<file path="config.mk">
export PLATFORM = sky130hd
export DESIGN_NAME = rtc_bcd_core
export DESIGN_NICKNAME = d
export VERILOG_FILES = /design/src/rtl/rtc_bcd_core_pkg.sv /design/src/rtl/bcd_digit_pair_inc.sv /design/src/rtl/rtc_bcd_core.sv
export SDC_FILE = /design/constraint.sdc
export NUM_CORES = 1
export LEC_CHECK = 0
export ABC_AREA = 1
export BUFFER_PORTS_ARGS = -buffer_cell sky130_fd_sc_hd__buf_2
export CAP_MARGIN = 5
export CELL_PAD_IN_SITES_DETAIL_PLACEMENT = 0
export CELL_PAD_IN_SITES_GLOBAL_PLACEMENT = 2
export CORE_MARGIN = 10
export CORE_UTILIZATION = 31
export CTS_CLUSTER_DIAMETER = 30
export CTS_CLUSTER_SIZE = 30
export DETAILED_ROUTE_END_ITERATION = 10
export PLACE_DENSITY = 0.9
export SLEW_MARGIN = 20
export SYNTH_ARGS = -nofsm -noshare
export SYNTH_HDL_FRONTEND = slang
export SYNTH_SLANG_ARGS = --single-unit
export TNS_END_PERCENT = 100
</file>
<file path="constraint.sdc">
create_clock -name clk -period 2.6 [get_ports clk]
set_input_delay 0.39 -clock clk [delete_from_list [all_inputs] [get_ports clk]]
set_output_delay 0.39 -clock clk [all_outputs]
set_load 0.01 [all_outputs]
</file>
<file path="src/rtl/rtc_bcd_core_pkg.sv">
// rtl/rtc_bcd_core_pkg.sv - shared BCD limits, time struct and hour/validation helpers
// Contents:
//   BCD_*_MAX   packed-BCD rollover limits for seconds, minutes and hours
//   DOW_MIN/MAX day-of-week range, 1..7
//   bcd_time_t  packed {hh, mm, ss} time record, 24 h packed BCD
//   bcd_field_ok     true when both nibbles are decimal and the value is <= limit
//   bcd_hour_12h     24 h BCD hour to 12 h BCD display hour
package rtc_bcd_core_pkg;

    localparam logic [7:0] BCD_SS_MAX  = 8'h59;
    localparam logic [7:0] BCD_MM_MAX  = 8'h59;
    localparam logic [7:0] BCD_HH_MAX  = 8'h23;
    localparam logic [7:0] BCD_HH_NOON = 8'h12;
    localparam logic [2:0] DOW_MIN     = 3'd1;
    localparam logic [2:0] DOW_MAX     = 3'd7;

    typedef struct packed {
        logic [7:0] hh;
        logic [7:0] mm;
        logic [7:0] ss;
    } bcd_time_t;

    // Once both nibbles are known to be decimal, a plain unsigned compare
    // against a BCD limit orders the same way as the decimal values.
    function automatic logic bcd_field_ok(input logic [7:0] v, input logic [7:0] lim);
        return (v[7:4] <= 4'd9) && (v[3:0] <= 4'd9) && (v <= lim);
    endfunction

    // 00 -> 12, 01..12 unchanged, 13..23 -> 01..11, done nibble-wise so no
    // binary round trip is needed. Only legal 24 h values ever reach this.
    function automatic logic [7:0] bcd_hour_12h(input logic [7:0] h24);
        logic [3:0] hi;
        logic [3:0] lo;
        logic [7:0] res;
        hi = h24[7:4];
        lo = h24[3:0];
        if (h24 == 8'h00) begin
            res = BCD_HH_NOON;
        end else if (h24 <= BCD_HH_NOON) begin
            res = h24;
        end else if (hi == 4'd1) begin
            res = {4'd0, lo - 4'd2};          // 13..19 -> 01..07
        end else if (lo <= 4'd1) begin
            res = {4'd0, lo + 4'd8};          // 20..21 -> 08..09
        end else begin
            res = {4'd1, lo - 4'd2};          // 22..23 -> 10..11
        end
        return res;
    endfunction

endpackage

</file>
<file path="src/rtl/bcd_digit_pair_inc.sv">
// rtl/bcd_digit_pair_inc.sv - two-digit packed BCD incrementer with rollover and carry
// Ports:
//   val       current packed BCD value (assumed legal, <= MAX_VAL)
//   inc_in    increment request (carry-in from the less significant pair)
//   val_next  value after the optional increment
//   carry_out high when the increment rolled MAX_VAL over to 00
module bcd_digit_pair_inc #(
    parameter logic [7:0] MAX_VAL = 8'h59
) (
    input  logic [7:0] val,
    input  logic       inc_in,
    output logic [7:0] val_next,
    output logic       carry_out
);

    always_comb begin
        val_next  = val;
        carry_out = 1'b0;
        if (inc_in) begin
            if (val == MAX_VAL) begin
                val_next  = 8'h00;
                carry_out = 1'b1;
            end else if (val[3:0] == 4'd9) begin
                val_next = {val[7:4] + 4'd1, 4'd0};
            end else begin
                val_next = {val[7:4], val[3:0] + 4'd1};
            end
        end
    end

endmodule

</file>
<file path="src/rtl/rtc_bcd_core.sv">
// rtl/rtc_bcd_core.sv - BCD real-time clock with day of week, load validation and alarms
// Ports:
//   clk, rst_n                 clock, asynchronous active-low reset
//   tick_1hz                   one-cycle advance strobe
//   set_en                     freezes counting while high
//   set_load, set_hh/mm/ss,    one-cycle load of a 24 h BCD time and day of week;
//   set_dow                    illegal values are rejected with load_err
//   mode_12h                   display select, 1 = 12 h, 0 = 24 h (display only)
//   alarm_wr, alarm_idx,       write one alarm channel (hh:mm in 24 h BCD, enable)
//   alarm_hh/mm, alarm_on
//   hh, mm, ss, pm, dow        displayed time, afternoon flag, day of week
//   day_wrap                   pulse in the first cycle showing 00:00:00
//   alarm_hit                  per-channel pulse in the first cycle showing hh:mm:00
//   load_err                   pulse the cycle after a rejected load
module rtc_bcd_core
    import rtc_bcd_core_pkg::*;
#(
    parameter int ALARM_N = 2,
    parameter int AIDX_W  = 1
) (
    input  logic               clk,
    input  logic               rst_n,
    input  logic               tick_1hz,
    input  logic               set_en,
    input  logic               set_load,
    input  logic [7:0]         set_hh,
    input  logic [7:0]         set_mm,
    input  logic [7:0]         set_ss,
    input  logic [2:0]         set_dow,
    input  logic               mode_12h,
    input  logic               alarm_wr,
    input  logic [AIDX_W-1:0]  alarm_idx,
    input  logic [7:0]         alarm_hh,
    input  logic [7:0]         alarm_mm,
    input  logic               alarm_on,
    output logic [7:0]         hh,
    output logic [7:0]         mm,
    output logic [7:0]         ss,
    output logic               pm,
    output logic [2:0]         dow,
    output logic               day_wrap,
    output logic [ALARM_N-1:0] alarm_hit,
    output logic               load_err
);

    bcd_time_t          cur_q;
    bcd_time_t          nxt;
    logic [2:0]         dow_q;
    logic [2:0]         dow_nxt;
    logic [7:0]         nxt_hh;
    logic [7:0]         nxt_mm;
    logic [7:0]         nxt_ss;
    logic               ss_carry;
    logic               mm_carry;
    logic               hh_carry;
    logic               adv;
    logic               load_ok;
    logic               day_wrap_q;
    logic               load_err_q;
    logic [ALARM_N-1:0] alarm_hit_q;
    logic [ALARM_N-1:0] hit_nxt;

    logic [7:0]         alm_hh_q [ALARM_N];
    logic [7:0]         alm_mm_q [ALARM_N];
    logic [ALARM_N-1:0] alm_en_q;

    // A load in the same cycle swallows the tick entirely.
    assign adv = tick_1hz & ~set_en & ~set_load;

    bcd_digit_pair_inc #(.MAX_VAL(BCD_SS_MAX)) u_inc_ss (
        .val       (cur_q.ss),
        .inc_in    (adv),
        .val_next  (nxt_ss),
        .carry_out (ss_carry)
    );

    bcd_digit_pair_inc #(.MAX_VAL(BCD_MM_MAX)) u_inc_mm (
        .val       (cur_q.mm),
        .inc_in    (ss_carry),
        .val_next  (nxt_mm),
        .carry_out (mm_carry)
    );

    bcd_digit_pair_inc #(.MAX_VAL(BCD_HH_MAX)) u_inc_hh (
        .val       (cur_q.hh),
        .inc_in    (mm_carry),
        .val_next  (nxt_hh),
        .carry_out (hh_carry)
    );

    assign nxt = '{hh: nxt_hh, mm: nxt_mm, ss: nxt_ss};

    always_comb begin
        dow_nxt = dow_q;
        if (hh_carry) begin
            dow_nxt = (dow_q == DOW_MAX) ? DOW_MIN : dow_q + 3'd1;
        end
    end

    assign load_ok = bcd_field_ok(set_hh, BCD_HH_MAX) &&
                     bcd_field_ok(set_mm, BCD_MM_MAX) &&
                     bcd_field_ok(set_ss, BCD_SS_MAX) &&
                     (set_dow >= DOW_MIN) && (set_dow <= DOW_MAX);

    // Matches are taken against the incremented value and the alarm registers
    // as they stand before this edge, so a coinciding alarm write only counts
    // from the next cycle on. Alarm contents are compared raw, unchecked.
    always_comb begin
        hit_nxt = '0;
        for (int i = 0; i < ALARM_N; i++) begin
            hit_nxt[i] = adv && alm_en_q[i] && (nxt.ss == 8'h00) &&
                         (nxt.mm == alm_mm_q[i]) && (nxt.hh == alm_hh_q[i]);
        end
    end

    always_ff @(posedge clk or negedge rst_n) begin
        if (!rst_n) begin
            cur_q       <= '0;
            dow_q       <= DOW_MIN;
            day_wrap_q  <= 1'b0;
            load_err_q  <= 1'b0;
            alarm_hit_q <= '0;
        end else begin
            day_wrap_q  <= adv & hh_carry;
            load_err_q  <= set_load & ~load_ok;
            alarm_hit_q <= hit_nxt;
            if (set_load) begin
                if (load_ok) begin
                    cur_q <= '{hh: set_hh, mm: set_mm, ss: set_ss};
                    dow_q <= set_dow;
                end
            end else if (adv) begin
                cur_q <= nxt;
                dow_q <= dow_nxt;
            end
        end
    end

    // Indices with no matching channel simply select nothing.
    always_ff @(posedge clk or negedge rst_n) begin
        if (!rst_n) begin
            for (int i = 0; i < ALARM_N; i++) begin
                alm_hh_q[i] <= 8'h00;
                alm_mm_q[i] <= 8'h00;
            end
            alm_en_q <= '0;
        end else if (alarm_wr) begin
            for (int i = 0; i < ALARM_N; i++) begin
                if (alarm_idx == AIDX_W'(i)) begin
                    alm_hh_q[i] <= alarm_hh;
                    alm_mm_q[i] <= alarm_mm;
                    alm_en_q[i] <= alarm_on;
                end
            end
        end
    end

    assign hh        = mode_12h ? bcd_hour_12h(cur_q.hh) : cur_q.hh;
    assign mm        = cur_q.mm;
    assign ss        = cur_q.ss;
    assign pm        = (cur_q.hh >= BCD_HH_NOON);
    assign dow       = dow_q;
    assign day_wrap  = day_wrap_q;
    assign alarm_hit = alarm_hit_q;
    assign load_err  = load_err_q;

endmodule

</file>
==> metrics.md <==
| Metric | Value |
|---|---|
| Clock sinks | `65` |
| Worst R2R End | `alarm_hit[0]$_DFF_PN0_` |
| First-pass GRT wire length | `23,100 µm` |
| Starting Density | `0.319` |
| Mapped Nets | `736` |
| Vias | `around 4.5k` |
| Critical path data arrival time | `2.05 ns` |
| Hold Buf Count CTS | `0` |
| Synth-to-Final Area Change | `17.1%` |
| Ports | `84` |
| Asr flop ratio synth | `1.00` |
| Share of cells above drive strength 1 | `0.206` |
| Final wirelength | `14,200 µm` |
| EDFF count, synth | `0` |
| Mux cell area share after synthesis | `0.00240` |
| Reg2Reg Depth | `13` |
| Dpl hpwl | `between 10,000 and 15,000 µm` |
| Ys Warns | `0` |
| Netlist cell types | `39` |
| Initial antenna violation count | `0` |
| CP Class | `register to primary output` |
| Adder-Cell Fraction of Synth Area | `0.0426` |
| Worst slew pin tran | `0.972 ns` |
| Clock Skew | `0.0102 ns` |
| GR Overflow Total | `0` |
| Most common cell after layout, fill and taps aside | `nand2_1` |
| GR Layer Usage met3 | `0.0408` |
| Most frequent cells in the layout | `207 x nand2_1, 83 x buf_2, 71 x inv_1` |
| Longest Clk Path Bufs | `2` |
| Die X | `approximately 140 µm` |
| Port bufs | `just over 80` |
| Die footprint | `between 20,000 and 25,000 µm²` |
| Met1 usage | `0.189` |
| Max cap viols | `0` |
| DR pass1 iterations | `5` |
| # H-tree levels | `3` |
| Yosys top cell by area | `dfrtp_1` |
| Unrepaired setup endpoints after global routing | `false` |
| CORE AREA | `around 15,000 µm²` |
| GRT met2 Usage | `0.212` |
| Routability cong. | `0.874` |
| Largest cells by area after synthesis | `dfrtp_1 34%, nand2_1 17%, o21ai_0 7.1%` |
| Simple-gate share of the synthesized area | `0.352` |
| Min-delay worst type | `input pin to asynchronous set/reset pin` |
| Vias in the first global route | `4,434` |
| Gr usage total | `0.142` |
| Power Dens Cells | `about 670 nW/µm²` |
| Nets | `just over 800` |
| Tcrit/Tclk final | `0.940` |
| Sequential area share after synthesis | `0.347` |
| Crit path capture | `hh[2]` |
| CP required | `around 2.2 ns` |
| CTS clk-pin slew, worst paths | `~0.060 ns` |
| DR WL/cell | `around 15 µm` |
| Antenna fix cells | `0` |
| Busiest grt layer | `met2` |
| Flops & latches, synth | `65` |
| PnR Total Power | `~3.7 mW` |
| Compound-gate portion of the synthesized area | `0.127` |
| Post-synth top area share | `0.341` |
| Synth Area per Inst | `about 7 µm²` |
| CTS tree | `done` |
| Largest family of logic cells by synthesized area | `simple AND/OR/NAND/NOR gates` |
| Status | `finished clean` |
| CP max FO | `5` |
| Setup violations, final | `0` |
| Post-DRT Antenna Nets | `0` |
| Worst setup EP type | `primary output` |
| R2R Path Start | `ss[1]$_DFFE_PN0P_` |
| Worst reg2reg setup slack | `approximately 0.38 ns` |
| Mapped Cells | `668` |
| Max Clock Freq | `409 MHz` |
| DRC viols | `0` |
| Final setup TNS | `0 ns` |
| CP startpoint | `cur_q[21]$_DFFE_PN0P_` |
| Root Driver | `clkbuf_16` |
| Synth Area in XOR/XNOR | `0.0224` |
| Die Ht | `roughly 140 µm` |
| Final hold violation count | `0` |
| Pin count of the biggest net entering global routing | `35` |
| Slew Limit Fails | `0` |
| Clk_lat worst skew | `around 0.35 ns` |
| DRC violation total after the first TritonRoute iteration | `275` |
| Post-route minimum period | `roughly 2.4 ns` |
| Mapped Area | `4700 µm²` |
| Via density per instance | `slightly below 5` |
| Num CTS Buffers | `9` |
| Rel. slew slack | `0.351` |
| Worst Setup Start Kind | `register` |
| VDD IR-drop max | `0.449 mV` |
| Rows | `between 40 and 50` |
| Predominant post-synthesis flop cell | `dfrtp_1` |
| Leak | `2.89 nW` |
-- worst min-delay path by stage --
stage | depth (start not counted) | slack (ns) | start | to
finish | 1 | 0.01 | rst_n | alm_hh_q[13]$_DFFE_PN0P_
detailed placement | 1 | 0.40 | rst_n | alm_hh_q[6]$_DFFE_PN0P_
global route | 1 | 0.05 | rst_n | alm_hh_q[6]$_DFFE_PN0P_
global placement | 1 | 0.39 | rst_n | alm_hh_q[6]$_DFFE_PN0P_
floorplan | 0 | 0.09 | rst_n | alarm_hit[0]$_DFF_PN0_
CTS | 1 | 0.02 | rst_n | alm_hh_q[14]$_DFFE_PN0P_
-- layer usage --
metal / vias to the layer above / routed length [µm]
li1: 2302 / -
met4: 0 / 306
met3: 18 / 891
met1: 2070 / 6910
met2: 114 / 6080
met5: - / 0
-- cell families (layout without fill, tap and decap cells) --
| family | Yosys count | after routing |
|---|---|---|
| adders and majority gates | 16 | 16 |
| muxes | 1 | 1 |
| and+or+nand+nor | 357 | 357 |
| DFF | 65 | 65 |
| xor gates and xnor gates | 12 | 12 |
| AOI/OAI and AO/OA | 104 | 104 |
| buffers and inverters | 113 | 188 |
-- per-stage QoR --
| stage | area, µm² | utilization | setup WS (ns) | hold slack [ns] | instances |
|---|---|---|---|---|---|
| 2_1_floorplan | 4700 | - | 0.461 | 0.0944 | 668 |
| 3_3_place_gp | 5210 | 0.354 | 0.367 | 0.391 | 910 |
| 3_5_place_dp | 5210 | 0.354 | 0.328 | 0.398 | 910 |
| 4_1_cts | 5480 | 0.373 | 0.0151 | 0.0198 | 926 |
| 5_1_grt | 5500 | 0.374 | 0.00793 | 0.0454 | 927 |
| 6_report | 5500 | 0.374 | 0.157 | 0.0148 | 927 |
-- worst max-delay path: stages, from the launching register on --
cell and delay [ns]:
dfrtp_2 0.44, inv_2 0.07, ha_1 0.15, inv_1 0.06
o21ai_1 0.15, nand2_1 0.10, inv_1 0.10, nand2_1 0.09
inv_1 0.08, nand2_1 0.08, o32ai_2 0.22, buf_2 0.18
-- cell type report --
type | count | area [µm²]
Timing Repair Buffer | 93 | 490
Inverter | 79 | 302
Clock buffer | 11 | 243
Multi-Input combinational cell | 490 | 2570
Clock inverter | 5 | 31.3
Fill cell | 1592 | 9200
Sequential cell | 65 | 1630
Tap cell | 184 | 230
-- registers in the layout, indices dropped and copies added, names as in the netlist --
| signal | cells |
|---|---|
| mm | 8 |
| alarm_hit | 2 |
| cur_q | 8 |
| load_err | 1 |
| alm_en_q | 2 |
| alm_hh_q | 16 |
| dow | 3 |
| day_wrap | 1 |
| ss | 8 |
| alm_mm_q | 16 |
-- power by group --
part           internal (mW)  switching, mW  total (mW)
combinational          0.445          0.731        1.18
sequential              1.17          0.201        1.37
clock                  0.667          0.462        1.13
-- timing repair --
item                                    CTS  global route
gates resized for setup                   1             6
endpoints found under the setup margin    1             3
endpoints found under the hold margin     0             0
buffers inserted                          0             1
pin swaps                                 0             1
-- cells in the mapped netlist, types with 5 or more instances --
library cell / number
nand3b_1: 9
nand4_1: 8
ha_1: 16
xor2_1: 10
nor2_1: 44
buf_4: 17
nand2_1: 207
nor2_4: 5
a31oi_1: 6
o211ai_1: 15
nand2_2: 8
dfrtp_1: 64
clkbuf_1: 14
o21ai_0: 67
inv_1: 74
nand3_1: 57
No activity file was read; power rests on OpenSTA's default activity.
